`src/rtl/mips_pkg.sv`:
```
// Shared MIPS pipeline types: forwarding mux selects and shadow-stage records
// used by the hazard/forwarding controller.
package mips_pkg;

    localparam int REG_ADDR_W = 5;

    typedef enum logic [1:0] {
        FWD_REG = 2'd0,
        FWD_WB  = 2'd1,
        FWD_MEM = 2'd2
    } fwd_sel_e;

    typedef struct packed {
        logic                  valid;
        logic [REG_ADDR_W-1:0] rd;
        logic                  reg_write;
    } stage_info_t;

    typedef struct packed {
        logic [REG_ADDR_W-1:0] rs;
        logic [REG_ADDR_W-1:0] rt;
        logic                  use_rs;
        logic                  use_rt;
        logic                  mem_read;
    } ex_src_t;

    // A producing stage can feed a source only if it really writes a nonzero register.
    function automatic logic fwd_match(input stage_info_t s,
                                       input logic [REG_ADDR_W-1:0] src,
                                       input logic used);
        return s.valid & s.reg_write & (s.rd != '0) & (s.rd == src) & used;
    endfunction

endpackage

```
`src/rtl/hazard_shadow_stage.sv`:
```
// One shadow pipeline stage: captures the incoming stage record when load is
// high, otherwise turns into a bubble.
module hazard_shadow_stage
    import mips_pkg::*;
(
    input  logic        clk,
    input  logic        rst,
    input  logic        load,
    input  stage_info_t info_in,
    output stage_info_t info_out
);

    stage_info_t info_d;
    stage_info_t info_q;

    always_comb begin
        info_d = load ? info_in : '0;
    end

    always_ff @(posedge clk) begin
        if (rst) begin
            info_q <= '0;
        end else begin
            info_q <= info_d;
        end
    end

    assign info_out = info_q;

endmodule

```
`src/rtl/hazard_fwd_unit.sv`:
```
// Load-use stall detection and EX operand forwarding for the 5-stage MIPS core,
// driven by a shadow copy of the EX/MEM/WB destination registers.
module hazard_fwd_unit
    import mips_pkg::*;
#(
    parameter int CNT_W = 32
) (
    input  logic                  clk,
    input  logic                  rst,
    input  logic                  id_valid,
    input  logic [REG_ADDR_W-1:0] id_rs,
    input  logic [REG_ADDR_W-1:0] id_rt,
    input  logic                  id_use_rs,
    input  logic                  id_use_rt,
    input  logic [REG_ADDR_W-1:0] id_rd,
    input  logic                  id_reg_write,
    input  logic                  id_mem_read,
    input  logic                  flush,
    output logic [1:0]            fwd_a_sel,
    output logic [1:0]            fwd_b_sel,
    output logic                  stall,
    output logic                  pc_write_en,
    output logic                  ifid_write_en,
    output logic [CNT_W-1:0]      stall_count
);

    stage_info_t      ex_info_d;
    stage_info_t      ex_info_q;
    stage_info_t      mem_info_q;
    stage_info_t      wb_info_q;
    ex_src_t          ex_src_d;
    ex_src_t          ex_src_q;
    logic             ex_load;
    logic             load_use;
    fwd_sel_e         fwd_a;
    fwd_sel_e         fwd_b;
    logic [CNT_W-1:0] stall_count_d;
    logic [CNT_W-1:0] stall_count_q;

    // Flush wins over stall, so a squashed instruction can never hold the front end.
    assign load_use = id_valid & ~flush & ex_info_q.valid & ex_src_q.mem_read
                    & (ex_info_q.rd != '0)
                    & ((id_use_rs & (id_rs == ex_info_q.rd)) |
                       (id_use_rt & (id_rt == ex_info_q.rd)));

    assign ex_load = id_valid & ~load_use & ~flush;

    always_comb begin
        ex_info_d.valid     = 1'b1;
        ex_info_d.rd        = id_rd;
        ex_info_d.reg_write = id_reg_write;
        ex_src_d            = '0;
        if (ex_load) begin
            ex_src_d.rs       = id_rs;
            ex_src_d.rt       = id_rt;
            ex_src_d.use_rs   = id_use_rs;
            ex_src_d.use_rt   = id_use_rt;
            ex_src_d.mem_read = id_mem_read;
        end
    end

    always_ff @(posedge clk) begin
        if (rst) begin
            ex_src_q <= '0;
        end else begin
            ex_src_q <= ex_src_d;
        end
    end

    hazard_shadow_stage u_ex_stage (
        .clk      (clk),
        .rst      (rst),
        .load     (ex_load),
        .info_in  (ex_info_d),
        .info_out (ex_info_q)
    );

    hazard_shadow_stage u_mem_stage (
        .clk      (clk),
        .rst      (rst),
        .load     (1'b1),
        .info_in  (ex_info_q),
        .info_out (mem_info_q)
    );

    hazard_shadow_stage u_wb_stage (
        .clk      (clk),
        .rst      (rst),
        .load     (1'b1),
        .info_in  (mem_info_q),
        .info_out (wb_info_q)
    );

    // MEM is the younger producer, so it outranks WB when both match.
    always_comb begin
        fwd_a = FWD_REG;
        fwd_b = FWD_REG;
        if (ex_info_q.valid) begin
            if (fwd_match(mem_info_q, ex_src_q.rs, ex_src_q.use_rs)) begin
                fwd_a = FWD_MEM;
            end else if (fwd_match(wb_info_q, ex_src_q.rs, ex_src_q.use_rs)) begin
                fwd_a = FWD_WB;
            end
            if (fwd_match(mem_info_q, ex_src_q.rt, ex_src_q.use_rt)) begin
                fwd_b = FWD_MEM;
            end else if (fwd_match(wb_info_q, ex_src_q.rt, ex_src_q.use_rt)) begin
                fwd_b = FWD_WB;
            end
        end
    end

    always_comb begin
        stall_count_d = stall_count_q;
        if (load_use && (stall_count_q != '1)) begin
            stall_count_d = stall_count_q + CNT_W'(1);
        end
    end

    always_ff @(posedge clk) begin
        if (rst) begin
            stall_count_q <= '0;
        end else begin
            stall_count_q <= stall_count_d;
        end
    end

    assign fwd_a_sel     = fwd_a;
    assign fwd_b_sel     = fwd_b;
    assign stall         = load_use;
    assign pc_write_en   = ~load_use;
    assign ifid_write_en = ~load_use;
    assign stall_count   = stall_count_q;

endmodule
```
`config.mk`:
```
export PLATFORM = sky130hd
export DESIGN_NAME = hazard_fwd_unit
export DESIGN_NICKNAME = d
export VERILOG_FILES = /design/src/rtl/mips_pkg.sv /design/src/rtl/hazard_shadow_stage.sv /design/src/rtl/hazard_fwd_unit.sv
export SDC_FILE = /design/constraint.sdc
export NUM_CORES = 1
export LEC_CHECK = 0
export CORE_ASPECT_RATIO = 1.25
export CORE_MARGIN = 4
export CORE_UTILIZATION = 45
export DETAILED_ROUTE_END_ITERATION = 12
export GPL_TIMING_DRIVEN = 0
export PLACE_DENSITY = 0.72
export SYNTH_ARGS = -nofsm -noshare
export SYNTH_HDL_FRONTEND = slang
export SYNTH_SLANG_ARGS = --single-unit
```
`constraint.sdc`:
```
create_clock -name clk -period 3.84 [get_ports clk]
set_input_delay 0.576 -clock clk [delete_from_list [all_inputs] [get_ports clk]]
set_output_delay 0.576 -clock clk [all_outputs]
set_load 0.05 [all_outputs]
```
### Word level (Yosys, flattened, before mapping)

Index checks and enable logic that the tools add are counted.

| storage, ports and cells | value |
|---|---|
| output and inout port bits | 39 |
| input port bits | 23 |
| register bits after elaboration | 66 |

| operators by class | value |
|---|---|
| bitwise logic cells | 25 |
| eq/ne operators | 7 |
| reductions and logical operators | 5 |
| add/subtract/negate cells | 1 |
| multiplexer cells | 7 |

Operators by type and width:

| kind | number |
|---|---|
| adder 32 x 1 -> 32 bit, second input constant | 1 |
| inequality test 32 bit, second input constant | 1 |
| equality test 5 bit | 6 |
| AND 1 bit | 21 |
| nonzero test 5 bit | 3 |
| 2-to-1 mux 2 bit | 4 |
| 2-to-1 mux 7 bit | 1 |
| inverter 1 bit | 3 |
| 2-to-1 mux 1 bit | 2 |
| OR reduction 2 bit | 1 |
| logical AND 1 bit | 1 |
| bitwise OR 1 bit | 1 |

### Depth between registers and ports, before layout

| depth | value |
|---|---|
| depth after elaboration | 11 |
| gate-level depth with buffers | 9 |

### Modules after synthesis

Synthesis repeated with hierarchy kept, for this count alone.

| second synthesis, totals | value |
|---|---|
| cell total of the unflattened synthesis | 334 |
| area total of the unflattened synthesis | 3089.2 µm² |

By module, submodules not included:

| module | times used | area each (µm²) | seq. area each (µm²) | cells an instance |
|---|---|---|---|---|
| hazard_fwd_unit | 1 | 2484.9 | 900.9 | 292 |
| hazard_shadow_stage | 3 | 201.4 | 140.1 | 14 |

### Worst setup path before layout

Ideal clock, no wire load.

| timing | value |
|---|---|
| path type | input to output |
| from | input port id_rt[1] |
| to | output port pc_write_en |
| arrival time | 2526 ps |
| cell stages on the path | 7 |
| path slack | 738 ps |
| cells stage by stage | xnor2_1 -> nand4_1 -> o22ai_1 -> and2_1 -> clkbuf_1 -> inv_1 -> buf_4 |

| on the way | value |
|---|---|
| cells in the longest elaborated chain, start to end | 5 |

Ends and longest elaborated chain:

| element | line | text |
|---|---|---|
| from (decl) | hazard_fwd_unit.sv:12 | `input logic [REG_ADDR_W-1:0] id_rt,` |
| equality test 5 bit | hazard_fwd_unit.sv:44 | `(id_use_rt & (id_rt == ex_info_q.rd)));` |
| AND 1 bit | hazard_fwd_unit.sv:44 |  |
| bitwise OR 1 bit | hazard_fwd_unit.sv:43 | `& ((id_use_rs & (id_rs == ex_info_q.rd)) \|` |
| AND 1 bit | hazard_fwd_unit.sv:43 |  |
| named net stall | hazard_fwd_unit.sv:21 | `output logic stall,` |
| inverter 1 bit | - |  |
| to (decl) | hazard_fwd_unit.sv:22 | `output logic pc_write_en,` |

The timed path passes the listed nets, and every way through them passes these cells.

### Worst setup path after layout

| timing | value |
|---|---|
| from | input port id_rs[0] |
| to | output port pc_write_en |

| on the way | value |
|---|---|
| cells in the longest elaborated chain, start to end | 5 |

Ends and longest elaborated chain:

| element | line | text |
|---|---|---|
| from (decl) | hazard_fwd_unit.sv:11 | `input logic [REG_ADDR_W-1:0] id_rs,` |
| equality test 5 bit | hazard_fwd_unit.sv:43 |  |
| AND 1 bit | hazard_fwd_unit.sv:43 |  |
| bitwise OR 1 bit | hazard_fwd_unit.sv:43 |  |
| AND 1 bit | hazard_fwd_unit.sv:43 |  |
| inverter 1 bit | hazard_fwd_unit.sv:130 | `assign pc_write_en = ~load_use;` |

Every way passes these cells.

==> summary.md <==
| Metric | Value |
|---|---|
| Sequential cell area in the final layout | 1320 um^2 |
| First-pass GRT wire length | 11700 um |
| Critical Path Sink Type | output pin |
| Number of H-tree levels | 3 |
| Fill cell instance count of the final layout | 535 |
| Placed Cells | 465 |
| Most frequent cells in the layout | dfxtp_1 (66), clkdlybuf4s50_1 (61), a21oi_1 (24) |
| Root Buffer | clkbuf_8 |
| Power per Cell Area | 366 nW/um^2 |
| Final WL | 7210 um |
| CTS tree | built |
| Max-capacitance violation count | 0 |
| Ordered list of cells on the worst path | clkdlybuf4s50_1, xnor2_1, nand4_1, o22ai_2, and2_1, clkbuf_1, inv_1, buf_4, clkdlybuf4s50_1 |
| Ratio of cells with drive above 1 in the final layout | 0.0707 |
| Crit path top cell by count | clkdlybuf4s50_1 |
| Post-route insts no fill | 481 |
| Synthesized area divided by synthesized cell count | 9.09 um^2 |
| Kind of critical path | in -> out |
| Sum of internal, switching and leakage power | 1.41 mW |
| Count of nets after finishing | 415 |
| Leakage Power | 1.28 nW |
| Setup-violating endpoint count in the final report | 0 |
| Flop pwr share | 0.497 |
| Data arrival time of the critical path | 3.03 ns |
| Inserted Diodes | 0 |
| Highest-delay cell along the critical path | clkdlybuf4s50_1 |
| Actual transition at the worst max-transition pin | 0.518 ns |
| Fmax | 277 MHz |
| Worst Hold Path EP | u_mem_stage.info_out[0] |
| Final hold violation count | 0 |
| Detailed-routing iteration count for the pre-antenna-repair pass | 4 |
| Horizontal die dimension | 79.8 um |
| Proportion of netlist area held by the largest area contributor | 0.456 |
| Number of global-route vias before repair | 2503 |
| Number of warnings printed during yosys synthesis | 0 |
| Number of standard-cell rows in the floorplan | 32 |
| VDD IR-drop max | 0.205 mV |
| Fin Clk Skew | 0.00914 ns |
| Post-synthesis cell type with the largest combined area | dfxtp_1 |
| Port-buffer cells | 61 |
| Synth async-reset ratio | 0 |
| Highest fanout seen on the critical path | 5 |
| Number of max-slew violations in the final report | 0 |
| Critical path's top delay family | buffers and inverters |
| Final clock period utilization by the worst path | 0.939 |
| Overall track demand over capacity in global routing | 0.193 |
| Register bit total from synthesis | 66 |
| Critical Path Start Type | input pin |
| Initial antenna violation count | 0 |
| Initial drt markers | 77 |
| Unique masters post-synth | 41 |
| Multi-input logic area | 1480 um^2 |
| Commonest non-fill, non-tap cell in the layout | dfxtp_1 |
| Proportion of power drawn by combinational gates | 0.049 |
| Leftover overflow at the end of global routing | 0 |
| Cell depth of the worst flop-to-flop path | 8 |
| Maximum number of pins on one net before global-route repair | 13 |
| HPWL after DPL | 5340 um |
| Leading register cell type out of synthesis | dfxtp_1 |
| Clock network fraction of design power | 0.454 |
| Routed len/inst | 15.0 um |
| Detail-routed via count per cell | 5.36 |
| Cell-internal power | 1.10 mW |
| Largest cells by area after synthesis | dfxtp_1 (46%), xnor2_1 (6.9%), and2_1 (4.7%) |
| I/O pin total | 62 |
| Sequential cell area fraction in the yosys report | 0.456 |
| Cts-stage hold buffer count | 0 |
| Result of the run | finished clean |
| Type of the most critical hold path | reg -> reg |
| P&R area growth vs syn | 32.5% |
| Setup repair after global routing missed its margin | no |
| Core region area | 6210 um^2 |
| Worst skew pair latency | 0.34 ns |
| Cts repair resizes | 0 |
| Clk sink count | 66 |
| Final worst hold slack | 0.442 ns |
| Worst path bufs/invs | 5 |
| Proportion of total power due to net switching | 0.219 |
| Via total after detailed routing | 2578 |
| Antenna Nets Post-Route | 0 |
| Number of buffers added for setup after CTS | 0 |
| Setup slack of the worst register-to-register path | 1.11 ns |
| Maximum single-stage delay on the critical path | 0.69 ns |
| Depth of the worst hold-timing path | 1 |
| Post-synthesis instance area | 2900 um^2 |
| Buffers from clock root to sink, at most | 2 |
| Number of synthesized flops with an enable pin | 0 |
| Fin Setup TNS | 0 ns |
| Clock buffer count from CTS | 9 |
| Clock-pin slew of the registers on the worst-case setup and hold paths | 0.08 ns |
| Worst endpoint required time | 3.26 ns |
| Net load switching power | 0.308 mW |
| Min-delay src | u_ex_stage.info_out[0] |
| Launch point of the worst reg-to-reg path | stall_count[0] |
| Starting utilization of the core area | 0.467 |
| Die Ht | 97.8 um |
| Synthesized net count | 343 |
| Routability cong. | 0.786 |
| Synthesized instance count | 319 |
| Drt drc | 0 |
| Final critical path time including I/O delays and setup | 3.61 ns |
| Worst slew margin relative to its limit | 0.653 |
| Die Outline Area | 7800 um^2 |
| Endpoint of the lowest-slack register-to-register path | stall_count[30] |
[synthesized netlist by cell type (4+ instances only)]
cell / instances
and2_1: 22
nor2_1: 13
or4_1: 9
nand4_1: 13
nand2_1: 15
xnor2_1: 23
o31ai_1: 7
clkbuf_1: 10
o21ai_0: 15
nand3_1: 11
nor3_1: 6
nor4_1: 4
xor2_1: 10
dfxtp_1: 66
inv_1: 5
a21oi_1: 24
nor2b_1: 15
or3_1: 18
[state kept, by name (all words and copies together), names as in the netlist]
signal / count
stall_count: 32
u_mem_stage.info_out: 7
ex_src_q: 13
u_wb_stage.info_out: 7
u_ex_stage.info_out: 7
[power by group through the flow]
stage	combinational (mW)	clock [mW]	sequential (mW)
2_1_floorplan	0.0335	0	0.713
3_3_place_gp	0.0688	0	0.715
3_5_place_dp	0.0691	0	0.715
4_1_cts	0.0695	0.649	0.699
5_1_grt	0.0751	0.684	0.700
6_report	0.0692	0.638	0.699
[area by class of cell]
cell class / count / area share
Multi-Input combinational cell: 232 / 0.386
Sequential cell: 66 / 0.344
Timing Repair Buffer: 61 / 0.159
Clock buffer: 10 / 0.0332
Tap cell: 85 / 0.0277
Clock inverter: 6 / 0.0238
Buffer: 16 / 0.0215
Inverter: 5 / 0.00488
[stage by stage]
step / util / cell area [um^2] / worst slack, ns
2_1_floorplan: - / 2900 / 0.738
3_3_place_gp: 0.583 / 3620 / 0.138
3_5_place_dp: 0.583 / 3620 / 0.122
4_1_cts: 0.618 / 3840 / 0.104
5_1_grt: 0.619 / 3840 / 0.101
6_report: 0.619 / 3840 / 0.233
[worst max-delay path by stage]
stage	from	end	slack [ns]	cells after the start
2_1_floorplan	id_rt[1]	pc_write_en	0.74	7
6_report	id_rs[0]	pc_write_en	0.23	9
3_5_place_dp	id_rs[0]	pc_write_en	0.12	9
5_1_grt	id_rs[0]	pc_write_en	0.10	9
3_3_place_gp	id_rs[0]	pc_write_en	0.14	9
4_1_cts	id_rs[0]	pc_write_en	0.10	9
[logic make-up after synthesis]
family / share of synthesized area
AND/OR/NAND/NOR: 0.279
flip-flops: 0.456
AO/OA/AOI/OAI: 0.120
XOR/XNOR: 0.0997
buffers and inverters: 0.0349
multiplexers: 0.00733
adder cells (fa/ha/maj): 0.00431
[layer usage]
metal  vias to the layer above  track usage  part of all wire
met1                      1206        0.226              0.42
met4                         0       0.0884             0.023
met2                        79        0.334              0.50
met5                         -            0                 0
li1                       1281            -                 -
met3                        12       0.0387             0.053
Power figures use the tool's default switching activity.
